**config.mk**
```make
export PLATFORM = sky130hd
export DESIGN_NAME = bcd_to_bin_seq
export DESIGN_NICKNAME = d
export VERILOG_FILES = /design/src/rtl/bcd_to_bin_seq.sv
export SDC_FILE = /design/constraint.sdc
export NUM_CORES = 1
export LEC_CHECK = 0
export BUFFER_PORTS_ARGS = -buffer_cell sky130_fd_sc_hd__buf_2
export CORE_MARGIN = 3
export CORE_UTILIZATION = 55
export DETAILED_ROUTE_END_ITERATION = 12
export HOLD_SLACK_MARGIN = 0.06
export PLACE_DENSITY = 0.78
export SETUP_SLACK_MARGIN = 0.1
export SLEW_MARGIN = 20
export SYNTH_ARGS = -nofsm -noshare
export SYNTH_HDL_FRONTEND = slang
export SYNTH_SLANG_ARGS = --single-unit
export TNS_END_PERCENT = 30
```
**constraint.sdc**
```tcl
create_clock -name clk -period 1.85 [get_ports clk]
set_clock_uncertainty 0.05 [all_clocks]
set_input_delay 0.2775 -clock clk [delete_from_list [all_inputs] [get_ports clk]]
set_output_delay 0.2775 -clock clk [all_outputs]
set_load 0.005 [all_outputs]
```
**src/rtl/bcd_to_bin_seq.sv**
```systemverilog
// bcd_to_bin_seq: sequential BCD-to-binary converter (reverse double-dabble,
// one shift per clock) with a start/ready/valid handshake.
//
// Ports:
//   clk      rising-edge clock
//   rst_n    asynchronous active-low reset
//   start    conversion request, sampled only while ready=1
//   bcd_in   packed BCD, digit 0 (units) in [3:0]
//   ready    converter idle, start will be accepted
//   valid    one-cycle pulse marking a new bin_out/err
//   bin_out  converted value, held until the next result
//   err      last request contained a digit > 9
//
// Build option: define BCD_CHK_EN to add the digit range check. Without it,
// err is held at 0 and every accepted request is shifted.
module bcd_to_bin_seq #(
    parameter int unsigned DIGITS = 3,
    parameter int unsigned OUT    = 10
) (
    input  logic                  clk,
    input  logic                  rst_n,
    input  logic                  start,
    input  logic [4*DIGITS-1:0]   bcd_in,
    output logic                  ready,
    output logic                  valid,
    output logic [OUT-1:0]        bin_out,
    output logic                  err
);

    localparam int unsigned BW = 4 * DIGITS;
    localparam int unsigned SW = BW + OUT;
    localparam int unsigned CW = $clog2(OUT + 1);

    localparam logic [0:0] IDLE  = 1'b0;
    localparam logic [0:0] SHIFT = 1'b1;

    logic [0:0]    state, state_nxt;
    logic [SW-1:0] sreg, sreg_nxt;
    logic [SW-1:0] shifted;
    logic [CW-1:0] cnt, cnt_nxt;
    logic          ready_nxt;
    logic          valid_nxt;
    logic          err_nxt;
    logic [OUT-1:0] bin_nxt;

    // One iteration: shift right, then correct every digit that reached >= 8.
    always_comb begin
        shifted = sreg >> 1;
        for (int unsigned i = 0; i < DIGITS; i++) begin
            if (shifted[OUT + 4*i + 3]) begin
                shifted[OUT + 4*i +: 4] = shifted[OUT + 4*i +: 4] - 4'd3;
            end
        end
    end

`ifdef BCD_CHK_EN
    logic bad_digit;

    // Any nibble in 10..15 (MSB set together with bit 2 or bit 1).
    always_comb begin
        bad_digit = 1'b0;
        for (int unsigned i = 0; i < DIGITS; i++) begin
            if (bcd_in[4*i + 3] && (bcd_in[4*i + 2] || bcd_in[4*i + 1])) begin
                bad_digit = 1'b1;
            end
        end
    end
`endif

    // Next-state and registered-output logic.
    always_comb begin
        state_nxt = state;
        sreg_nxt  = sreg;
        cnt_nxt   = cnt;
        ready_nxt = ready;
        valid_nxt = 1'b0;
        err_nxt   = err;
        bin_nxt   = bin_out;

        case (state)
            IDLE: begin
                if (start) begin
`ifdef BCD_CHK_EN
                    if (bad_digit) begin
                        valid_nxt = 1'b1;
                        err_nxt   = 1'b1;
                        bin_nxt   = '0;
                    end else
`endif
                    begin
                        sreg_nxt  = {bcd_in, {OUT{1'b0}}};
                        cnt_nxt   = '0;
                        ready_nxt = 1'b0;
                        state_nxt = SHIFT;
                    end
                end
            end
            SHIFT: begin
                sreg_nxt = shifted;
                cnt_nxt  = cnt + CW'(1);
                // Result is taken from the post-shift value of the final iteration.
                if (cnt_nxt == CW'(OUT)) begin
                    bin_nxt   = shifted[OUT-1:0];
                    valid_nxt = 1'b1;
                    err_nxt   = 1'b0;
                    ready_nxt = 1'b1;
                    state_nxt = IDLE;
                end
            end
            default: begin
                state_nxt = IDLE;
                ready_nxt = 1'b1;
            end
        endcase
    end

    // State and output registers.
    always_ff @(posedge clk or negedge rst_n) begin
        if (!rst_n) begin
            state   <= IDLE;
            sreg    <= '0;
            cnt     <= '0;
            ready   <= 1'b1;
            valid   <= 1'b0;
            err     <= 1'b0;
            bin_out <= '0;
        end else begin
            state   <= state_nxt;
            sreg    <= sreg_nxt;
            cnt     <= cnt_nxt;
            ready   <= ready_nxt;
            valid   <= valid_nxt;
            err     <= err_nxt;
            bin_out <= bin_nxt;
        end
    end

endmodule
```
==> results of run 1 <==
-- how the worst min path moves through the flow --
stage	start	endpoint	slack [ns]	cells after the start
4_1_cts	bcd_in[11]	sreg[21]	0.14	3
3_5_place_dp	rst_n	sreg[18]	0.30	2
3_3_place_gp	rst_n	sreg[18]	0.29	2
2_1_floorplan	rst_n	bin_out[0]	-0.07	0
5_1_grt	bcd_in[11]	sreg[21]	0.16	3
6_report	bcd_in[11]	sreg[21]	0.15	3
-- power by group --
group          internal (mW)  total (mW)  switching [mW]
Sequential              1.18        1.44           0.262
Clock                  0.184       0.441           0.257
Combinational          0.544        1.02           0.476
-- worst min-delay path, cell delays in order --
cell and delay [ns]:
buf_2 0.08, mux2i_1 0.06, nor2_1 0.08
-- Yosys cell counts (2+ instances only) --
master,instances
nand2_1,30
nor2_1,3
xnor2_1,2
o21ai_0,19
nand3_1,2
mux2_2,10
a21oi_1,4
a211oi_1,2
clkbuf_1,4
nand2b_1,3
mux2i_1,11
inv_1,3
ha_1,4
o22ai_1,2
dfrtp_1,37
buf_2,3
xor2_1,4
nor2b_1,2
-- per-stage QoR --
step | cells | worst slack, ns
floorplan | 154 | 0.143
global placement | 207 | 0.142
detailed placement | 207 | 0.0905
CTS | 217 | 0.122
global route | 219 | 0.0587
finish | 219 | 0.129
-- timing repair --
action	CTS	global route
setup endpoints to repair	10	10
buffers inserted	1	2
hold endpoints to repair	37	0
gates resized for setup	0	4
pin swaps	1	0
hold buffers	1	0
-- logic make-up after synthesis --
kind of cell,after synthesis,share of synthesized area (%)
AOI/OAI and AO/OA,29,9.59
xor gates and xnor gates,6,3.10
buffers and inverters,13,3.76
other,1,0.221
muxes,21,13.1
adders and majority gates,4,2.95
DFF,38,56.2
and+or+nand+nor,42,11.1
-- metal layers --
layer / vias to the layer above / GRT usage, % / wire [um]
li1: 585 / - / -
met1: 569 / 24.0 / 1430
met2: 22 / 28.8 / 1540
met3: 6 / 5.87 / 135
met4: 0 / 8.48 / 52
met5: - / 0 / 0
-- flip-flops by register name (all words and copies together), names as in the netlist --
| register | count |
|---|---|
| sreg | 21 |
| ready | 1 |
| cnt | 4 |
| state | 1 |
| valid | 1 |
| bin_out | 10 |
-- cell type report --
| type | instances | area, um^2 | share of cell area, % |
|---|---|---|---|
| Clock buffer | 7 | 55.1 | 2.78 |
| Inverter | 3 | 11.3 | 0.569 |
| Timing Repair Buffer | 36 | 224 | 11.3 |
| Clock inverter | 1 | 5.00 | 0.253 |
| Sequential cell | 38 | 952 | 48.1 |
| Tap cell | 31 | 38.8 | 1.96 |
| Multi-Input combinational cell | 103 | 693 | 35.0 |
==> flow_results.xml, run 1 <==
<?xml version="1.0" encoding="UTF-8"?>
<metrics>
  <group name="placed_design">
    <metric name="placement.cell_area" unit="um^2">1870</metric>
    <metric name="gp_routability_congestion" unit="">0.729</metric>
    <metric name="port_buffers" unit="">26</metric>
    <metric name="place.detailed.hpwl" unit="um">2150</metric>
  </group>
  <group name="synth">
    <metric name="synth_edf_count" unit="">0</metric>
    <metric name="ys_seq_area_share" unit="%">56.2</metric>
    <metric name="synth.cell_area" unit="um^2">1700</metric>
    <metric name="synth.top_cell.area_share" unit="%">54.6</metric>
    <metric name="synth.distinct_cells" unit="">27</metric>
    <metric name="synthesis.instances" unit="">154</metric>
    <metric name="netlist.top_cell.by_area" unit="">dfrtp_1</metric>
    <metric name="async_flop_share" unit="%">100</metric>
    <metric name="yosysWarnings" unit="">0</metric>
    <metric name="synthesis.nets" unit="">173</metric>
    <metric name="dominant_cells_by_area_after_synthesis" unit="">dfrtp_1 55%, mux2_2 6.6%, nand2_1 6.6%</metric>
    <metric name="postSynth.topFlopCell" unit="">dfrtp_1</metric>
    <metric name="ys_ff_latch" unit="">38</metric>
    <metric name="syn-mean-instance-area" unit="um^2">11.0</metric>
  </group>
  <group name="timing">
    <metric name="max_clock_freq" unit="GHz">0.581</metric>
    <metric name="setup_repair_after_global_routing_missed_its_margin" unit="">yes</metric>
    <metric name="tns" unit="ns">0</metric>
    <metric name="final.period_utilization" unit="%">93.0</metric>
    <metric name="hold_violations" unit="">0</metric>
    <metric name="setup_viol" unit="">0</metric>
    <metric name="whs" unit="ns">0.150</metric>
    <metric name="final.min_clock_period" unit="ns">1.72</metric>
    <metric name="final_max_slew_viol_count" unit="">0</metric>
  </group>
  <group name="global_route">
    <metric name="vias_in_the_first_global_route" unit="">1163</metric>
    <metric name="total_grt_overflow" unit="">0</metric>
    <metric name="largest_net_degree_at_the_start_of_global_routing" unit="">39</metric>
    <metric name="grt_usage" unit="%">18.7</metric>
    <metric name="grt_pass1_wl" unit="um">5130</metric>
    <metric name="grt_antenna_before_repair" unit="">0</metric>
  </group>
  <group name="clock_tree">
    <metric name="numClockSinks" unit="">38</metric>
    <metric name="ctsHtreeMaxLevel" unit="">2</metric>
    <metric name="clkLatencyLatePin" unit="ns">0.34</metric>
    <metric name="tritoncts_clock_tree" unit="">done</metric>
    <metric name="number_of_cts_inserted_buffers" unit="">5</metric>
    <metric name="max_clock_buf_depth" unit="">2</metric>
    <metric name="path_clk_slew" unit="ns">0.10</metric>
    <metric name="clock-root-buffer" unit="">clkbuf_4</metric>
  </group>
  <group name="routing">
    <metric name="post_drt_wl_per_cell" unit="um">14.5</metric>
    <metric name="drt_first_pass_iters" unit="">4</metric>
    <metric name="remaining_drc_errors" unit="">0</metric>
    <metric name="postRouteWirelength" unit="um">3170</metric>
    <metric name="detail-route-antenna-nets" unit="">0</metric>
    <metric name="vias_per_cell" unit="">5.40</metric>
    <metric name="total_number_of_vias" unit="">1182</metric>
    <metric name="dr.first_iter.drc_count" unit="">65</metric>
  </group>
  <group name="power_and_ir_drop">
    <metric name="power_density" unit="nW/um^2">1460</metric>
    <metric name="power" unit="mW">2.90</metric>
    <metric name="power_leakage" unit="nW">0.982</metric>
    <metric name="worst_voltage_drop_across_the_vdd_grid" unit="mV">0.851</metric>
  </group>
  <group name="final_layout">
    <metric name="drive_above_1_share" unit="%">30.3</metric>
    <metric name="mostFrequentLayoutCells" unit="">37 x dfrtp_1, 30 x nand2_1, 26 x buf_2, 19 x o21ai_0, 11 x mux2i_1</metric>
    <metric name="layout_commonest_cell" unit="">dfrtp_1</metric>
    <metric name="nNetsFinal" unit="">206</metric>
    <metric name="insertedDiodeCount" unit="">0</metric>
    <metric name="fillCellCount" unit="">223</metric>
    <metric name="post-route-util" unit="%">69.4</metric>
    <metric name="finished_cell_area" unit="um^2">1980</metric>
    <metric name="area_growth" unit="%">16.8</metric>
  </group>
  <group name="critical_path">
    <metric name="largest_stage_delay_on_the_critical_path" unit="ns">0.43</metric>
    <metric name="critPathArrivalTime" unit="ns">1.90</metric>
    <metric name="worst-setup-path-type" unit="">register to register</metric>
    <metric name="worstSetupStartpoint" unit="">cnt[1]</metric>
    <metric name="critPathRequiredTime" unit="ns">2.03</metric>
    <metric name="reg2reg_from" unit="">cnt[1]</metric>
    <metric name="setup_crit_end_kind" unit="">register</metric>
    <metric name="crit_chain" unit="">ha_2, xor2_2, nor3_4, buf_12, mux2_2</metric>
    <metric name="cp_max_fo" unit="">9</metric>
    <metric name="reg2reg_to" unit="">bin_out[5]</metric>
    <metric name="ff2ff_setup_slack" unit="ns">0.13</metric>
    <metric name="critical_path.top_delay_family" unit="">flip-flops</metric>
    <metric name="cp_slowest_cell" unit="">dfrtp_1</metric>
    <metric name="critical_path_depth" unit="">5</metric>
    <metric name="timing.reg2reg.worst_path_depth" unit="">5</metric>
    <metric name="crit_end" unit="">bin_out[5]</metric>
    <metric name="setup.worst_path.start_class" unit="">register</metric>
    <metric name="path_buf_inv" unit="">1</metric>
  </group>
  <group name="floorplan">
    <metric name="fp.coreArea" unit="um^2">2850</metric>
    <metric name="fp-row-count" unit="">19</metric>
    <metric name="dieArea" unit="um^2">3780</metric>
    <metric name="die_w" unit="um">61.5</metric>
    <metric name="ports_placed_on_the_boundary" unit="">28</metric>
    <metric name="floorplan.die.height" unit="um">61.5</metric>
    <metric name="initial_utilization" unit="%">59.4</metric>
  </group>
  <group name="status">
    <metric name="run_status" unit="">complete, no violations</metric>
  </group>
  <group name="min_path">
    <metric name="worst_hold_path_type" unit="">input port to register</metric>
  </group>
  <group name="job">
    <metric name="max-cap-violations" unit="">0</metric>
  </group>
</metrics>
(Power assumes the default switching activity.)
==> run 2, diff against run 1 <==
ABC_AREA = 1   (was not set)
==> run 2 against run 1 <==
  * Maximum frequency up 13%
  * Flip-flop and latch count unchanged
  * First-iteration DRC count is 91% higher
  * Global-route usage up 0.77 points
  * Utilization shrank 2.1 points
  * Die area grew 0.93%
  * Highest routed layer unchanged
==> flow_results.xml, run 2 <==
<?xml version="1.0" encoding="UTF-8"?>
<metrics>
  <group name="clock_tree">
    <metric name="clock-root-buffer" unit="">clkbuf_4</metric>
    <metric name="cts_setup_buffers" unit="">0</metric>
    <metric name="path_clk_slew" unit="ns">0.11</metric>
    <metric name="ctsHtreeMaxLevel" unit="">2</metric>
    <metric name="max_clock_buf_depth" unit="">2</metric>
    <metric name="cts-hold-fix-buffers" unit="">2</metric>
    <metric name="numClockSinks" unit="">38</metric>
    <metric name="cts_resized" unit="">0</metric>
    <metric name="clkLatencyLatePin" unit="ns">0.33</metric>
    <metric name="number_of_cts_inserted_buffers" unit="">5</metric>
    <metric name="tritoncts_clock_tree" unit="">done</metric>
  </group>
  <group name="synth">
    <metric name="yosys.area_share.adder" unit="%">2.92</metric>
    <metric name="synth.distinct_cells" unit="">22</metric>
    <metric name="synthesis.instances" unit="">186</metric>
    <metric name="postSynth.topFlopCell" unit="">dfrtp_1</metric>
    <metric name="synth_simple_gate_area_share" unit="%">20.2</metric>
    <metric name="synth.most_common_cell" unit="">nand2_1</metric>
    <metric name="synth-compound-area-share" unit="%">12.1</metric>
    <metric name="synth_edf_count" unit="">0</metric>
    <metric name="async_flop_share" unit="%">100</metric>
    <metric name="ys_seq_area_share" unit="%">55.6</metric>
    <metric name="syn-mean-instance-area" unit="um^2">9.21</metric>
    <metric name="netlist.top_cell.by_area" unit="">dfrtp_1</metric>
    <metric name="synth_top_family_by_area" unit="">simple AND/OR/NAND/NOR gates</metric>
    <metric name="ys_ff_latch" unit="">38</metric>
    <metric name="synth.cell_area" unit="um^2">1710</metric>
    <metric name="synth_top_cells_by_count" unit="">52 x nand2_1, 37 x dfrtp_1, 22 x inv_1</metric>
    <metric name="yosysWarnings" unit="">0</metric>
    <metric name="synthMuxAreaShare" unit="%">0</metric>
    <metric name="synth.top_cell.area_share" unit="%">54.1</metric>
    <metric name="dominant_cells_by_area_after_synthesis" unit="">dfrtp_1 54%, nand2_1 11%, inv_1 4.8%</metric>
    <metric name="synthesis.nets" unit="">205</metric>
    <metric name="synth-xor-area-share" unit="%">0</metric>
  </group>
  <group name="global_route">
    <metric name="busiest_grt_layer" unit="">met2</metric>
    <metric name="groute.layer.met3.usage" unit="%">4.96</metric>
    <metric name="total_grt_overflow" unit="">0</metric>
    <metric name="grt_pass1_wl" unit="um">5370</metric>
    <metric name="largest_net_degree_at_the_start_of_global_routing" unit="">39</metric>
    <metric name="gr-usage-met1" unit="%">26.9</metric>
    <metric name="vias_in_the_first_global_route" unit="">1199</metric>
    <metric name="grt_usage" unit="%">19.4</metric>
    <metric name="grt.met2_usage" unit="%">28.8</metric>
    <metric name="grt_antenna_before_repair" unit="">0</metric>
  </group>
  <group name="power_and_ir_drop">
    <metric name="power" unit="mW">3.18</metric>
    <metric name="power_leakage" unit="nW">1.01</metric>
    <metric name="power_density" unit="nW/um^2">1660</metric>
    <metric name="worst_voltage_drop_across_the_vdd_grid" unit="mV">0.871</metric>
  </group>
  <group name="timing">
    <metric name="final.min_clock_period" unit="ns">1.52</metric>
    <metric name="hold_violations" unit="">0</metric>
    <metric name="setup_repair_after_global_routing_missed_its_margin" unit="">no</metric>
    <metric name="final_max_slew_viol_count" unit="">0</metric>
    <metric name="tns" unit="ns">0</metric>
    <metric name="final.period_utilization" unit="%">82.2</metric>
    <metric name="max_clock_freq" unit="GHz">0.657</metric>
    <metric name="whs" unit="ns">0.0886</metric>
    <metric name="setup_viol" unit="">0</metric>
  </group>
  <group name="critical_path">
    <metric name="timing.reg2reg.worst_path_depth" unit="">6</metric>
    <metric name="setup_crit_end_kind" unit="">register</metric>
    <metric name="ff2ff_setup_slack" unit="ns">0.33</metric>
    <metric name="worst-setup-path-type" unit="">register to register</metric>
    <metric name="critPathRequiredTime" unit="ns">2.03</metric>
    <metric name="cp_max_fo" unit="">12</metric>
    <metric name="reg2reg_from" unit="">cnt[0]</metric>
    <metric name="setup.worst_path.start_class" unit="">register</metric>
    <metric name="reg2reg_to" unit="">state</metric>
    <metric name="critPathArrivalTime" unit="ns">1.70</metric>
  </group>
  <group name="min_path">
    <metric name="hold_depth" unit="">3</metric>
    <metric name="worst_hold_path_type" unit="">input port to register</metric>
    <metric name="hold_path_end" unit="">sreg[20]</metric>
    <metric name="worst_hold_startpoint" unit="">bcd_in[10]</metric>
  </group>
  <group name="placed_design">
    <metric name="place.detailed.hpwl" unit="um">2320</metric>
    <metric name="placement.cell_area" unit="um^2">1840</metric>
    <metric name="port_buffers" unit="">26</metric>
    <metric name="gp_routability_congestion" unit="">0.787</metric>
    <metric name="placed_cells" unit="">238</metric>
  </group>
  <group name="floorplan">
    <metric name="fp-row-count" unit="">19</metric>
    <metric name="floorplan.die.height" unit="um">61.8</metric>
    <metric name="ports_placed_on_the_boundary" unit="">28</metric>
    <metric name="dieArea" unit="um^2">3820</metric>
    <metric name="fp.coreArea" unit="um^2">2850</metric>
    <metric name="initial_utilization" unit="%">60.0</metric>
    <metric name="die_w" unit="um">61.8</metric>
  </group>
  <group name="status">
    <metric name="run_status" unit="">complete, no violations</metric>
  </group>
  <group name="routing">
    <metric name="vias_per_cell" unit="">5.33</metric>
    <metric name="total_number_of_vias" unit="">1323</metric>
    <metric name="post_drt_wl_per_cell" unit="um">13.3</metric>
    <metric name="dr.first_iter.drc_count" unit="">124</metric>
    <metric name="detail-route-antenna-nets" unit="">0</metric>
    <metric name="remaining_drc_errors" unit="">0</metric>
    <metric name="postRouteWirelength" unit="um">3290</metric>
    <metric name="drt_first_pass_iters" unit="">4</metric>
  </group>
  <group name="final_layout">
    <metric name="nNetsFinal" unit="">235</metric>
    <metric name="area_growth" unit="%">12.1</metric>
    <metric name="max_flop_register" unit="">sreg</metric>
    <metric name="finished_cell_area" unit="um^2">1920</metric>
    <metric name="largest_reg_flops" unit="">21</metric>
    <metric name="layout_commonest_cell" unit="">nand2_1</metric>
    <metric name="drive_above_1_share" unit="%">19.8</metric>
    <metric name="mostFrequentLayoutCells" unit="">52 x nand2_1, 37 x dfrtp_1, 26 x buf_2, 22 x inv_1, 15 x nand3_1</metric>
    <metric name="insertedDiodeCount" unit="">0</metric>
    <metric name="finalNonFillerCells" unit="">248</metric>
    <metric name="fillCellCount" unit="">228</metric>
    <metric name="largest_registers" unit="">sreg x21, bin_out x10, cnt x4</metric>
  </group>
  <group name="job">
    <metric name="max-cap-violations" unit="">0</metric>
  </group>
</metrics>
-- run 2: changes by cell type after synthesis, sizes merged, moves of 4 or more --
cell	change
nand2	+23
inv	+20
nand3	+14
mux2i	-11
mux2	-10
o21ai	-10
o211ai	+8
o22ai	+8
nor2	+5
clkbuf	-4
xor2	-4
-- run 2: cells by family (layout without fill, tap and decap cells) --
group | after synthesis | after routing
buffers and inverters | 31 | 62
flip-flops | 38 | 38
adder cells (fa/ha/maj) | 4 | 4
other | 1 | 1
AO/OA/AOI/OAI | 34 | 34
AND/OR/NAND/NOR | 78 | 78
-- run 2: worst max-delay path: stages (launching register included) --
cell and delay, ns:
dfrtp_1 0.46, nand3_1 0.12, nand2_1 0.05, nand2_1 0.31, nand2_2 0.25, inv_1 0.13, nor2_1 0.04
-- run 2: power by group --
part	total, mW	internal (mW)	switching (mW)
combinational	1.27	0.513	0.752
sequential	1.47	1.20	0.266
clock	0.448	0.183	0.265
total	3.18	1.90	1.28
-- run 2: per-stage QoR --
step	worst slack, ns	util [%]
after floorplan	0.501	-
after CTS	0.307	67.3
after global routing	0.167	67.3
after detailed placement	0.316	64.4
after global placement	0.350	64.4
final	0.329	67.3
-- run 2: area by class of cell --
cell class              count  area (um^2)  area share, %
inverters                  23         86.3           4.50
repair buffers             31          173           8.99
flip-flops and latches     38          952           49.6
clock inverters             2         12.5          0.651
well taps                  31         38.8           2.02
multi-input cells         117          607           31.6
clock buffers               6         51.3           2.67
-- run 2: worst max path at each step --
stage | cells after the start | endpoint | from
after detailed placement | 6 | state | cnt[0]
after global routing | 6 | state | cnt[0]
after CTS | 6 | state | cnt[0]
after floorplan | 8 | bin_out[0] | cnt[0]
after global placement | 6 | state | cnt[0]
final | 6 | state | cnt[0]
-- run 2: routing by layer --
layer	vias to the layer above	part of all wire, %
met4	0	1.7
li1	663	-
met2	36	48
met3	7	4.1
met5	-	0
met1	617	46
